===== config.mk =====
export PLATFORM = sky130hd
export DESIGN_NAME = vga_color_encoder_flat
export DESIGN_NICKNAME = d
export VERILOG_FILES = /design/src/rtl/vga_color_encoder_if.sv /design/src/rtl/vga_color_encoder.sv /design/src/flat_wrapper.sv
export SDC_FILE = /design/constraint.sdc
export NUM_CORES = 1
export LEC_CHECK = 0
export BUFFER_PORTS_ARGS = -buffer_cell sky130_fd_sc_hd__buf_4
export CAP_MARGIN = 40
export CORE_UTILIZATION = 48
export DETAILED_ROUTE_END_ITERATION = 8
export GPL_ROUTABILITY_DRIVEN = 0
export PLACE_DENSITY = 0.77
export SLEW_MARGIN = 20
export SYNTH_ARGS = -nofsm -noshare
export SYNTH_HDL_FRONTEND = slang
export SYNTH_SLANG_ARGS = --single-unit

===== constraint.sdc =====
create_clock -name clk -period 2.46 [get_ports clk]
set_input_delay 0.492 -clock clk [delete_from_list [all_inputs] [get_ports clk]]
set_output_delay 0.492 -clock clk [all_outputs]
set_load 0.005 [all_outputs]

===== src/rtl/vga_color_encoder_if.sv =====
// vga_color_encoder_if: truecolor pixel stream in, RGB332 code stream out.
interface vga_color_encoder_if;
  logic [23:0] in_color;
  logic        in_valid;
  logic        in_sof;
  logic        in_ready;
  logic [7:0]  out_code;
  logic        out_eol;
  logic        out_eof;
  logic        out_valid;
  logic        out_ready;
  modport master (
    output in_color, in_valid, in_sof, out_ready,
    input  in_ready, out_code, out_eol, out_eof, out_valid
  );
  modport slave (
    input  in_color, in_valid, in_sof, out_ready,
    output in_ready, out_code, out_eol, out_eof, out_valid
  );
endinterface


===== src/rtl/vga_color_encoder.sv =====
// vga_color_encoder: 2-stage RGB888 -> RGB332 encoder with line/frame tagging.
// Optional 2x2 ordered dither is compiled in when VGA_ENC_DITHER_EN is defined.
module vga_color_encoder #(
  parameter int LINE_WIDTH   = 640,
  parameter int FRAME_HEIGHT = 480
) (
  input logic               clk,
  input logic               reset,
  vga_color_encoder_if.slave bus
);
  localparam int XW = $clog2(LINE_WIDTH);
  localparam int YW = $clog2(FRAME_HEIGHT);
  logic [XW-1:0] x, tx;
  logic [YW-1:0] y, ty;
  logic          s1_valid, s1_eol, s1_eof;
  logic [8:0]    s1_r, s1_g, s1_b;
  logic          adv1, adv2, acc, last_x, last_y;
  logic [7:0]    d_rg, d_b;
  assign adv2         = !bus.out_valid || bus.out_ready;
  assign adv1         = !s1_valid || adv2;
  assign bus.in_ready = adv1 && !reset;
  assign acc          = bus.in_valid && bus.in_ready;
  // start-of-frame forces the tag to (0,0) for this very pixel
  assign tx     = bus.in_sof ? '0 : x;
  assign ty     = bus.in_sof ? '0 : y;
  assign last_x = tx == XW'(LINE_WIDTH - 1);
  assign last_y = ty == YW'(FRAME_HEIGHT - 1);
`ifdef VGA_ENC_DITHER_EN
  assign d_rg = ty[0] ? (tx[0] ? 8'd8 : 8'd24) : (tx[0] ? 8'd16 : 8'd0);
  assign d_b  = {d_rg[6:0], 1'b0};
`else
  assign d_rg = 8'd0;
  assign d_b  = 8'd0;
`endif
  always_ff @(posedge clk) begin
    if (reset) begin
      x             <= '0;
      y             <= '0;
      s1_valid      <= 1'b0;
      s1_eol        <= 1'b0;
      s1_eof        <= 1'b0;
      bus.out_valid <= 1'b0;
      bus.out_code  <= 8'd0;
      bus.out_eol   <= 1'b0;
      bus.out_eof   <= 1'b0;
    end else begin
      if (acc) begin
        x <= last_x ? '0 : tx + 1'b1;
        y <= last_x ? (last_y ? '0 : ty + 1'b1) : ty;
      end
      if (adv1) begin
        s1_valid <= bus.in_valid;
        s1_r     <= {1'b0, bus.in_color[23:16]} + {1'b0, d_rg};
        s1_g     <= {1'b0, bus.in_color[15:8]} + {1'b0, d_rg};
        s1_b     <= {1'b0, bus.in_color[7:0]} + {1'b0, d_b};
        s1_eol   <= last_x;
        s1_eof   <= last_x && last_y;
      end
      if (adv2) begin
        bus.out_valid <= s1_valid;
        bus.out_code  <= {s1_r[8] ? 3'b111 : s1_r[7:5],
                          s1_g[8] ? 3'b111 : s1_g[7:5],
                          s1_b[8] ? 2'b11  : s1_b[7:6]};
        bus.out_eol   <= s1_eol;
        bus.out_eof   <= s1_eof;
      end
    end
  end
endmodule


===== src/flat_wrapper.sv =====
// flat-port wrapper written by rule: the top's interface ports become plain ports
module vga_color_encoder_flat 
#(
  parameter int LINE_WIDTH   = 640,
  parameter int FRAME_HEIGHT = 480
)
  (clk, reset, bus_in_color, bus_in_valid, bus_in_sof, bus_out_ready, bus_in_ready, bus_out_code, bus_out_eol, bus_out_eof, bus_out_valid);
  vga_color_encoder_if bus_i ();
  input logic clk;
  input logic reset;
  input wire logic [$bits(bus_i.in_color)-1:0] bus_in_color;
  input wire logic [$bits(bus_i.in_valid)-1:0] bus_in_valid;
  input wire logic [$bits(bus_i.in_sof)-1:0] bus_in_sof;
  input wire logic [$bits(bus_i.out_ready)-1:0] bus_out_ready;
  output wire logic [$bits(bus_i.in_ready)-1:0] bus_in_ready;
  output wire logic [$bits(bus_i.out_code)-1:0] bus_out_code;
  output wire logic [$bits(bus_i.out_eol)-1:0] bus_out_eol;
  output wire logic [$bits(bus_i.out_eof)-1:0] bus_out_eof;
  output wire logic [$bits(bus_i.out_valid)-1:0] bus_out_valid;
  assign bus_i.in_color = bus_in_color;
  assign bus_i.in_valid = bus_in_valid;
  assign bus_i.in_sof = bus_in_sof;
  assign bus_i.out_ready = bus_out_ready;
  assign bus_in_ready = bus_i.in_ready;
  assign bus_out_code = bus_i.out_code;
  assign bus_out_eol = bus_i.out_eol;
  assign bus_out_eof = bus_i.out_eof;
  assign bus_out_valid = bus_i.out_valid;
  vga_color_encoder #(.LINE_WIDTH(LINE_WIDTH), .FRAME_HEIGHT(FRAME_HEIGHT)) u_core (.clk(clk), .reset(reset), .bus(bus_i));
endmodule

==> summary.md <==
| Metric | Value |
|---|---|
| Slowest cell on crit path | `dfxtp_1` |
| Die width | `65.2 um` |
| Buf+Inv Stages, Crit Path | `1` |
| Peak fanout along the critical path | `6` |
| FP Rows | `22` |
| Post-synth top area cell | `dfxtp_1` |
| Max-cap check violation count | `0` |
| Worst Skew | `3.98 ps` |
| Crit path depth | `7` |
| Die height | `65.2 um` |
| HP Class | `primary input to register` |
| Drt drc | `0` |
| Hold path depth | `1` |
| Area Growth Syn to Fin | `18.4%` |
| Later-pin clock latency in the skew report | `290 ps` |
| Crit path largest cell delay | `350 ps` |
| 1st-iter DRT viols | `139` |
| Setup TNS | `0 ps` |
| Vias | `1652` |
| Pre-Repair DR Iteration Count | `5` |
| Drt total wl | `3920 um` |
| Max-slew headroom | `49.2%` |
| Final Hold Vio Count | `0` |
| Starting Density | `51.3%` |
| Root Driver | `clkbuf_8` |
| # setup viols final | `0` |
| Resize count post-CTS | `0` |
| Max-slew violations | `0` |
| Synth Instances | `209` |
| Net Count, Synth | `239` |
| WL/cell | `13.7 um` |
| Post-route ant nets | `0` |
| WP data arrival | `2220 ps` |
| #FFs+latches synth | `41` |
| Fmax | `0.493 GHz` |
| Placed Area | `0.00216 mm2` |
| Die area | `0.00426 mm2` |
| N_diodes | `0` |
| Clk slew on worst S/H paths | `80 ps` |
| Top-area cell type share of the netlist area | `34.4%` |
| Tot Pwr | `0.00134 W` |
| Most frequent cell after synthesis | `nand2_1` |
| Post-synth top cells | `35 x nand2_1, 33 x dfxtp_1, 26 x a21oi_1` |
| Non-Filler Cell Area, Final | `0.00227 mm2` |
| Ranking of synthesized cells by area | `dfxtp_1 34%, edfxtp_1 13%, nand2_1 6.8%` |
| Ys flop type | `dfxtp_1` |
| GRT Util Overall | `20.3%` |
| Gr ovfl total | `0` |
| Net count, final | `266` |
| Seq/Total Area, Yosys | `46.9%` |
| Pwr Density | `589 mW/mm2` |
| Ports | `41` |
| Vias in the first global route | `1434` |
| Worst-Margin Slew | `761 ps` |
| Endpoint class of the critical path | `register` |
| Hold WS | `374 ps` |
| H-tree Lvls | `2` |
| Crit start category | `register` |
| Status | `finished clean` |
| Post-DR vias/cell | `5.80` |
| CTS Buffer Depth | `2` |
| Clock sinks | `41` |
| CTS tree | `yes` |
| Layout cells sized above 1 | `19.8%` |
| Post-synth cell types | `52` |
| Period utilization | `82.4%` |
| CP cell instances | `nor2b_1 > ha_1 > nand4b_1 > buf_4 > nor4_4 > o31ai_1 > a32o_1` |
| Largest net degree at the start of global routing | `18` |
| Number of CTS-inserted buffers | `5` |
| CP required | `2650 ps` |
| Detailed Place HPWL | `2740 um` |
| Crit Path Category | `register to register` |
| Cell Area, Synth | `0.00192 mm2` |
| Avg Cell Area, Syn | `9.18 um2` |
| Core Footprint | `0.00374 mm2` |
| FF-to-FF path depth | `7` |
| Minimum clock period | `2030 ps` |
| Yosys warns | `0` |
| Hold-fix buffers, CTS | `0` |
| Count of input and output buffers | `24` |
| Ys async rst share | `0%` |
| Static leakage | `0.867 nW` |
| First-pass GRT wire length | `6610 um` |
| Number of flops mapped to enable cells by yosys | `8` |
| Initial antenna violation count | `0` |
| Crit path max-delay family | `simple AND/OR/NAND/NOR gates` |
| RSZ-0062 raised after global routing | `no` |
| Maximum VDD drop | `405 uV` |
| Post-CTS Setup Inserts | `0` |
-- metal layers --
metal  GRT usage [%]  vias up  wire length, um
li1                -      831                -
met1            27.9      777             1810
met2            29.5       39             1870
met3            5.38        5              174
met4            8.97        0               53
met5               0        -                0
-- path summary, 6_finish.rpt --
| check | startpoint | to | slack, ps |
|---|---|---|---|
| setup / recovery | u_core.x[0] | u_core.y[4] | 430 |
| hold / removal | bus_in_color[14] | u_core.s1_g[6] | 370 |
| setup reg to reg | u_core.x[0] | u_core.y[4] | 430 |
| hold reg to reg | u_core.bus.out_eol | u_core.bus.out_eol | 450 |
-- power breakdown --
| group | internal [W] | leakage (nW) | total (W) | switching [W] |
|---|---|---|---|---|
| logic | 0.0000457 | 0.469 | 0.0000997 | 0.0000540 |
| clock network | 0.000298 | 0.0518 | 0.000526 | 0.000228 |
| registers | 0.000704 | 0.347 | 0.000712 | 0.00000777 |
-- worst reg2reg max path: cells and delay by family, from the launching register on --
| family | cells | cell delay, ps |
|---|---|---|
| compound gates | 2 | 340 |
| simple gates | 3 | 770 |
| buf+inv | 1 | 250 |
| flops | 1 | 350 |
| fa+ha+maj | 1 | 230 |
-- state kept, by name, indices dropped and copies added (netlist names) --
name                  count
u_core.bus.out_valid      1
u_core.bus.out_eol        1
u_core.s1_eol             1
u_core.y                  9
u_core.x                 10
u_core.s1_eof             1
u_core.bus.out_eof        1
u_core.s1_g               3
u_core.bus.out_code       8
u_core.s1_b               2
u_core.s1_r               3
u_core.s1_valid           1
-- placed cells by master (no fill, tap or decap), types with 2 or more instances in the layout --
cell,n
a21o_1,2
a21oi_1,26
a31oi_1,5
a32oi_1,2
a41oi_1,2
and2_1,2
and4b_1,3
buf_4,31
clkbuf_8,5
dfxtp_1,33
edfxtp_1,8
inv_1,5
nand2_1,35
nand2b_1,4
nand3_1,9
nand4_1,5
nand4b_1,2
nor2_1,8
nor2b_1,4
nor3_2,2
nor4_1,2
nor4_4,3
o21ai_1,5
or3_1,5
-- kinds of logic after synthesis --
group | after synthesis | synth area share, %
DFF | 41 | 46.9
buffers and inverters | 17 | 3.78
AOI/OAI and AO/OA | 58 | 20.3
adders and majority gates | 1 | 0.652
and+or+nand+nor | 92 | 28.3
-- final cells by class --
class                           instances  area (um2)
Clock buffer                            5        68.8
Inverter                                6        22.5
Sequential cell                        41         901
Tap cell                               48        60.1
Timing Repair Buffer                   31         233
Clock inverter                          3        41.3
Multi-Input combinational cell        151         946
Fill cell                             339        1470
-- per-stage QoR --
stage / worst slack [ps] / util, % / std cells
detailed placement: 143 / 57.8 / 277
floorplan: 51.0 / - / 209
global route: 236 / 60.7 / 285
CTS: 411 / 60.7 / 285
global placement: 165 / 57.8 / 277
finish: 433 / 60.7 / 285
Note: power is estimated with default switching activity, not from simulation.
